**src/rtl/seg_display_mux.sv**
```systemverilog
// Purpose: four-digit multiplexed 7-segment driver for an MM:SS clock with frame snapshot, anti-ghost blanking and colon.
// Latency: an/seg/dp are registered, one clk after the prescaler, slot index and snapshot they are derived from.
// Backpressure: none; enable=0 freezes cnt/idx/snapshot and blanks the display until enable returns.
//
// Ports:
//   clk, rst (async, active-low)            - clock and reset
//   enable                                  - 1: display runs, 0: hold state and blank
//   pulse                                   - 1 Hz single-cycle tick, only used for colon blink
//   seconds_units/tens, minutes_units/tens  - BCD digits (SIZE bits each)
//   an[3:0]  - active-low anodes, an[0]=seconds_units .. an[3]=minutes_tens
//   seg[6:0] - active-low segments {g,f,e,d,c,b,a}
//   dp       - active-low colon, lit in slot 2
// Optional feature macro: SEG_COLON_BLINK_EN (colon blinks on each pulse instead of staying lit).

module seg_display_mux #(
  parameter int SIZE        = 4,
  parameter int REFRESH_DIV = 50000,
  parameter int CNT_W       = 16
) (
  input  logic            clk,
  input  logic            rst,
  input  logic            enable,
  input  logic            pulse,
  input  logic [SIZE-1:0] seconds_units,
  input  logic [SIZE-1:0] seconds_tens,
  input  logic [SIZE-1:0] minutes_units,
  input  logic [SIZE-1:0] minutes_tens,
  output logic [3:0]      an,
  output logic [6:0]      seg,
  output logic            dp
);

  localparam logic [CNT_W-1:0] CNT_LAST = CNT_W'(REFRESH_DIV - 1);

  logic [CNT_W-1:0] cnt_q, cnt_d;
  logic [1:0]       idx_q, idx_d;
  logic [SIZE-1:0]  snap_su_q, snap_su_d;
  logic [SIZE-1:0]  snap_st_q, snap_st_d;
  logic [SIZE-1:0]  snap_mu_q, snap_mu_d;
  logic [SIZE-1:0]  snap_mt_q, snap_mt_d;
  logic [3:0]       an_q, an_d;
  logic [6:0]       seg_q, seg_d;
  logic             dp_q, dp_d;

  logic             tc;
  logic             colon_on;
  logic [SIZE-1:0]  digit;

`ifdef SEG_COLON_BLINK_EN
  logic blink_q, blink_d;
  assign colon_on = blink_q;
`else
  logic unused_pulse;
  assign unused_pulse = pulse;
  assign colon_on     = 1'b1;
`endif

  // BCD to active-low gfedcba; anything above 9 shows a dash.
  function automatic logic [6:0] seg_decode(input logic [SIZE-1:0] d);
    logic [6:0] s;
    case (32'(d))
      0:       s = 7'b1000000;
      1:       s = 7'b1111001;
      2:       s = 7'b0100100;
      3:       s = 7'b0110000;
      4:       s = 7'b0011001;
      5:       s = 7'b0010010;
      6:       s = 7'b0000010;
      7:       s = 7'b1111000;
      8:       s = 7'b0000000;
      9:       s = 7'b0010000;
      default: s = 7'b0111111;
    endcase
    return s;
  endfunction

  always_comb begin
    tc        = enable && (cnt_q == CNT_LAST);
    cnt_d     = cnt_q;
    idx_d     = idx_q;
    snap_su_d = snap_su_q;
    snap_st_d = snap_st_q;
    snap_mu_d = snap_mu_q;
    snap_mt_d = snap_mt_q;
    an_d      = 4'b1111;
    seg_d     = 7'b1111111;
    dp_d      = 1'b1;
`ifdef SEG_COLON_BLINK_EN
    blink_d   = blink_q ^ (pulse && enable);
`endif

    if (enable) begin
      cnt_d = tc ? '0 : cnt_q + 1'b1;
    end
    if (tc) begin
      idx_d = idx_q + 2'd1;
    end
    // Capture all digits together at the end of the last slot so a whole
    // frame always shows one coherent time value.
    if (tc && (idx_q == 2'd3)) begin
      snap_su_d = seconds_units;
      snap_st_d = seconds_tens;
      snap_mu_d = minutes_units;
      snap_mt_d = minutes_tens;
    end

    case (idx_q)
      2'd0:    digit = snap_su_q;
      2'd1:    digit = snap_st_q;
      2'd2:    digit = snap_mu_q;
      default: digit = snap_mt_q;
    endcase

    if (enable) begin
      seg_d = seg_decode(digit);
      // The cycle registered from a terminal count keeps all anodes off so
      // the old segment pattern never bleeds into the next digit.
      if (!tc) begin
        if (!((idx_q == 2'd3) && (snap_mt_q == '0))) begin
          an_d = ~(4'b0001 << idx_q);
        end
        if ((idx_q == 2'd2) && colon_on) begin
          dp_d = 1'b0;
        end
      end
    end
  end

  always_ff @(posedge clk or negedge rst) begin
    if (!rst) begin
      cnt_q     <= '0;
      idx_q     <= 2'd0;
      snap_su_q <= '0;
      snap_st_q <= '0;
      snap_mu_q <= '0;
      snap_mt_q <= '0;
      an_q      <= 4'b1111;
      seg_q     <= 7'b1111111;
      dp_q      <= 1'b1;
`ifdef SEG_COLON_BLINK_EN
      blink_q   <= 1'b1;
`endif
    end else begin
      cnt_q     <= cnt_d;
      idx_q     <= idx_d;
      snap_su_q <= snap_su_d;
      snap_st_q <= snap_st_d;
      snap_mu_q <= snap_mu_d;
      snap_mt_q <= snap_mt_d;
      an_q      <= an_d;
      seg_q     <= seg_d;
      dp_q      <= dp_d;
`ifdef SEG_COLON_BLINK_EN
      blink_q   <= blink_d;
`endif
    end
  end

  assign an  = an_q;
  assign seg = seg_q;
  assign dp  = dp_q;

endmodule

```
**config.mk**
```make
export PLATFORM = sky130hd
export DESIGN_NAME = seg_display_mux
export DESIGN_NICKNAME = d
export VERILOG_FILES = /design/src/rtl/seg_display_mux.sv
export SDC_FILE = /design/constraint.sdc
export NUM_CORES = 1
export LEC_CHECK = 0
export CAP_MARGIN = 20
export CORE_UTILIZATION = 35
export DETAILED_ROUTE_END_ITERATION = 10
export SLEW_MARGIN = 10
export SYNTH_ARGS = -nofsm -noshare
export SYNTH_HDL_FRONTEND = slang
export SYNTH_SLANG_ARGS = --single-unit
```
**constraint.sdc**
```tcl
create_clock -name clk -period 3.75 [get_ports clk]
set_input_delay 0.75 -clock clk [delete_from_list [all_inputs] [get_ports clk]]
set_output_delay 0.75 -clock clk [all_outputs]
set_load 0.01 [all_outputs]
```
==> impl_metrics.ini, run 1 <==
[logic_synthesis]
synth.avg_cell_area_um2 = 12.2
yosys.area.top_type = dfrtp_1
synth.most_common_cell = dfrtp_1
ys_top_cells_by_area = dfrtp_1, dfstp_2, mux2_4
ys_top_cells_by_count = dfrtp_1, dfstp_2, inv_1, nand2_1, mux2_4
synthDominantCellAreaShare_pct = 39.1
syn_nets = 208
ys_types = 41
ys_ff_latch = 45
synth_cells = 179
synth.yosys.seq_area_share_pct = 52.3
ys.flop_type = dfrtp_1
yosys_warnings = 0
async_reset_ff_share_pct = 100
synthesis.area_um2 = 2180
synth-edff-count = 0

[sta]
finalSetupViolCount = 0
slew_headroom_pct = 43.8
finClkSkew_ps = 5.60
min_period_over_period_pct = 66.7
tightest_slew_ps = 819
post-route-min-period_ps = 2500
rsz0062_at_grt = false
finalHoldViolations = 0
slew_violations = 0
finalSetupTns_ps = 0
max_freq_mhz = 400

[global_routing]
first_global_vias = 1536
grt_pass1_wl_mm = 6.90
grt_remaining_overflow = 0
grtUsageTotal_pct = 13.7
antenna_found_initial = 0
grt_max_degree = 46

[die]
die_height_um = 80.9
die-area_um2 = 6540
initial_utilization_pct = 36.6
rows = 28
die_w_um = 80.9
pin_count = 32
core-area_um2 = 5960

[layout]
layout-drive-gt1-share_pct = 18.7
diodes = 0
finalNetCount = 242
syn_to_final_growth_pct = 21.8
instances_no_fill = 289

[drt]
dr_total_vias = 1416
avgViaCountPerCell = 4.90
wl_mm = 3.98
route.detailed.drc = 0
drtAntennaViolNets = 0
dr.pass1.iters = 4
drt_iter0_drc = 74
post_drt_wl_per_cell_um = 13.8

[worst_setup_path]
cp.depth = 6
start_kind = register
endpoint_kind = register
cp.arrival_ps = 2720
cp.buffers_inverters = 1
path_delay_family = simple AND/OR/NAND/NOR gates
criticalPathCategory = reg2reg
critPathSlowestCell = or4b_2
crit_chain = inv_1 -> ha_1 -> a222oi_1 -> mux2i_1 -> or4b_2 -> nand3_1
crit_fanout = 11
reg2reg_depth = 6
worst_ep_required_time_ps = 3970
max_stage_delay_ps = 760

[pwr]
seq_power_share_pct = 59.2
p_int_uw = 718
p_per_area_nw_per_um2 = 364
peakVddDrop_uv = 179
pwr-share-comb_pct = 11.6
p_leak_nw = 1.20
netSwitchingFraction_pct = 25.6
p_sw_uw = 247
clkPwrFrac_pct = 29.2

[clocking]
post_cts_resize_count = 0
cts_root_buf = clkbuf_8
clk_pin_slew_ps = 80
clk_latency_ps = 290
post_cts.repair.setup_buffers = 0
numClockSinks = 45
cts_hold_buf = 0
cts_max_path_buffers = 2
htreeDepth = 2
cts_tree = built
numCtsBuffers = 5

[placed_design]
hpwl_mm = 2.81
port_buffers = 30
dp_cells = 280
finalWeightedCongestion = 0.759

[flow_run]
cap_violations = 0

[status]
status = completed

[worst_hold_path]
hold_path_class = in2async
power groups by stage:
stage / clock, mW / sequential, mW / combinational, mW
3_5_place_dp: 0 / 0.581 / 0.111
6_report: 0.282 / 0.571 / 0.111
2_1_floorplan: 0 / 0.571 / 0.0617
4_1_cts: 0.295 / 0.571 / 0.112
5_1_grt: 0.315 / 0.581 / 0.130
3_3_place_gp: 0 / 0.579 / 0.109
per-stage QoR:
step / hold WS (ps) / power, mW / instance area, um^2 / setup WS [ps] / utilization [%]
3_5_place_dp: 478 / 0.692 / 2550 / 1010 / 42.8
3_3_place_gp: 472 / 0.687 / 2550 / 1020 / 42.8
4_1_cts: 489 / 0.978 / 2630 / 1210 / 44.2
6_report: 323 / 0.965 / 2650 / 1250 / 44.5
2_1_floorplan: 445 / 0.633 / 2180 / 1600 / -
5_1_grt: 329 / 1.03 / 2650 / 1070 / 44.5
layout make-up:
cell class                      instances  area, um^2
Multi-Input combinational cell        116         958
Inverter                               11        41.3
Fill cell                             585        3300
Clock buffer                            7        76.3
Sequential cell                        45        1140
Tap cell                               75        93.8
Clock inverter                          1        5.00
Timing Repair Buffer                   34         338
routing by layer:
layer / part of all wire (%) / wire length (um) / up-vias / global-route usage (%)
met3: 3.2 / 127 / 2 / 3.48
li1: - / - / 706 / -
met5: 0 / 0 / - / 0
met4: 0.58 / 23 / 0 / 4.29
met1: 47 / 1870 / 688 / 16.8
met2: 49 / 1960 / 20 / 23.6
cell families after synthesis:
| logic type | count (synthesis) | share of synthesized area, % |
|---|---|---|
| AO/OA/AOI/OAI | 24 | 7.52 |
| multiplexers | 23 | 13.3 |
| AND/OR/NAND/NOR | 48 | 13.2 |
| buffers and inverters | 18 | 3.68 |
| flip-flops | 45 | 52.3 |
| adder cells (fa/ha/maj) | 9 | 5.17 |
| XOR/XNOR | 12 | 4.82 |
worst register-to-register path: stages (launching register included):
cell      delay (ps)
dfrtp_1          420
inv_1            110
ha_1             280
a222oi_1         400
mux2i_1          350
or4b_2           760
nand3_1          100
state kept, by name, summed over array words and instances (netlist names):
| name | count |
|---|---|
| an | 3 |
| cnt_q | 16 |
| dp | 1 |
| idx_q | 2 |
| seg | 7 |
| snap_mt_q | 4 |
| snap_mu_q | 4 |
| snap_st_q | 4 |
| snap_su_q | 4 |
placed cells by master, fill, tap and decap left out, types with 2 or more instances in the layout:
cell and instances:
a211oi_1 2, a21oi_1 3, a222oi_1 4, and3_1 2, buf_4 3, clkbuf_1 2, clkbuf_8 5, clkdlybuf4s50_1 29
dfrtp_1 34, dfstp_2 11, ha_1 9, inv_1 11, mux2_1 5, mux2_2 3, mux2_4 10, mux2i_1 5
nand2_1 11, nand3_1 7, nand4_1 6, nor2_1 7, nor3_1 3, o21ai_0 9, o41ai_1 2, xnor2_1 8
xor2_1 4
path summary, 6_finish.rpt:
kind,from,to,slack [ps]
worst max register to register,idx_q[0],seg[3],1250
worst min register to register,cnt_q[12],cnt_q[12],490
min in group clk,cnt_q[12],cnt_q[12],490
worst max-delay path,idx_q[0],seg[3],1250
max in group asynchronous,rst,seg[0],2900
worst min-delay path,rst,cnt_q[10],320
(Power assumes the default switching activity.)
==> run 2, diff against run 1 <==
clock period = 2.3 ns   (was 3.75 ns; I/O delays follow)
==> run 2 against run 1 <==
Against the previous run: clock power rose by 88%; sequential share of layout area fell by 1.5 points; final area rose by 3.8%; routed wire length rose by 0.50%; worst hold slack got worse by 200 ps.
==> impl_metrics.ini, run 2 (synthesis gave the netlist of run 1 again) <==
[sta]
max_freq_mhz = 470
rsz0062_at_grt = false
min_period_over_period_pct = 92.5
finalSetupTns_ps = 0
tightest_slew_ps = 520
finClkSkew_ps = 13.6
slew_headroom_pct = 65.3
fin_ws_ps = 172
finalSetupViolCount = 0
slew_violations = 0
finalHoldViolations = 0
post-route-min-period_ps = 2130

[global_routing]
grt_remaining_overflow = 0
antenna_found_initial = 0
grt_max_degree = 25
met2_usage_pct = 22.8
met1_usage_pct = 18.0
met3_usage_pct = 2.92
grtUsageTotal_pct = 14.1
first_global_vias = 1483
grt_pass1_wl_mm = 6.92
grt_busiest_layer = met2

[drt]
avgViaCountPerCell = 4.90
drt_iter0_drc = 71
route.detailed.drc = 0
dr.pass1.iters = 4
dr_total_vias = 1459
wl_mm = 4.00
post_drt_wl_per_cell_um = 13.4
drtAntennaViolNets = 0

[placed_design]
port_buffers = 30
pre_cts_slack_ps = 30.7
hpwl_mm = 2.93
finalWeightedCongestion = 0.734

[layout]
finalNetCount = 251
final_common_cell = dfrtp_1
largest_reg_flops = 16
mostFrequentLayoutCells = dfrtp_1, clkdlybuf4s50_1, buf_4
diodes = 0
utilization_pct = 46.2
syn_to_final_growth_pct = 26.4
regMostFlops = cnt_q
layout-drive-gt1-share_pct = 24.7
fill_cells = 586

[pwr]
p_per_area_nw_per_um2 = 595
peakVddDrop_uv = 239
total_power_mw = 1.64
p_leak_nw = 1.24
pwr-share-comb_pct = 11.0
clkPwrFrac_pct = 32.3
p_sw_uw = 435
seq_power_share_pct = 56.7
p_int_mw = 1.20
netSwitchingFraction_pct = 26.6

[clocking]
numCtsBuffers = 5
cts_tree = built
clk_latency_ps = 300
clk_pin_slew_ps = 90
numClockSinks = 45
htreeDepth = 2
cts_root_buf = clkbuf_8
cts_max_path_buffers = 2

[flow_run]
cap_violations = 0

[worst_setup_path]
endpoint_kind = register
start_kind = register
criticalPathCategory = reg2reg
crit_fanout = 5
worst_ep_required_time_ps = 2550
cp.arrival_ps = 2370

[die]
die_w_um = 80.9
rows = 28
initial_utilization_pct = 36.6
die-area_um2 = 6540
die_height_um = 80.9
core-area_um2 = 5960
pin_count = 32

[worst_hold_path]
hold_path_class = in2async

[status]
status = completed
==> run 2: cell count changes in the layout (fill, tap and decap cells not counted), sizes merged <==
cell / before / now
clkinv: 1 / 0
buf: 5 / 14
inv: 11 / 12
clkinvlp: 0 / 1
clkbuf: 7 / 6
==> run 2: power groups by stage <==
| stage | registers (mW) | clock network (mW) | logic [mW] |
|---|---|---|---|
| 2_1_floorplan | 0.931 | 0 | 0.101 |
| 3_3_place_gp | 0.945 | 0 | 0.182 |
| 3_5_place_dp | 0.945 | 0 | 0.184 |
| 4_1_cts | 0.931 | 0.545 | 0.184 |
| 5_1_grt | 0.943 | 0.579 | 0.206 |
| 6_report | 0.930 | 0.529 | 0.180 |
==> run 2: final timing paths <==
path	endpoint	cells after the start	slack (ps)	startpoint
max	seg[0]	6	170	idx_q[0]
min	cnt_q[12]	1	120	rst
max reg2reg	seg[0]	6	170	idx_q[0]
min reg2reg	cnt_q[15]	1	490	cnt_q[15]
max in group asynchronous	seg[0]	2	1530	rst
min in group clk	cnt_q[15]	1	490	cnt_q[15]
==> run 2: worst max-delay path, stage by stage, from the launching register on <==
cell and delay, ps:
dfrtp_1 410, inv_2 80, ha_2 230, a222oi_1 420
mux2i_1 150, or4b_2 670, nand3_1 100
==> run 2: final cells by class <==
cell class                 instances  area [um^2]  area share [%]
multi-input combinational        116          973            35.3
tap                               75         93.8            3.41
clock inverter                     2         16.3           0.591
sequential                        45         1140            41.4
timing repair buffer              43          405            14.7
inverter                          11         41.3            1.50
clock buffer                       6         82.6            3.00
==> run 2: routing by layer <==
metal / vias up / share of wire, %
li1: 720 / -
met1: 706 / 47
met2: 26 / 48
met3: 7 / 3.8
met4: 0 / 1.6
met5: - / 0
==> run 2: metrics by stage <==
| step | hold slack (ps) | std cells | area [um^2] |
|---|---|---|---|
| after floorplan | 164 | 179 | 2180 |
| after global placement | 475 | 290 | 2640 |
| after detailed placement | 483 | 290 | 2640 |
| after CTS | 139 | 298 | 2740 |
| after global routing | 156 | 298 | 2750 |
| final | 120 | 298 | 2750 |
==> run 2: repair_timing <==
action / in CTS / in global routing
resized for setup: 0 / 5
endpoints found under the hold margin: 0 / 0
setup endpoints to repair: 0 / 5
buffers inserted: 0 / 0
hold buffers: 0 / 0
==> run 3, diff against run 2 <==
CTS_CLUSTER_DIAMETER = 100   (was default)
==> results of run 3 <==
No change in the layout: final DEF, timing and power equal those of run 2.
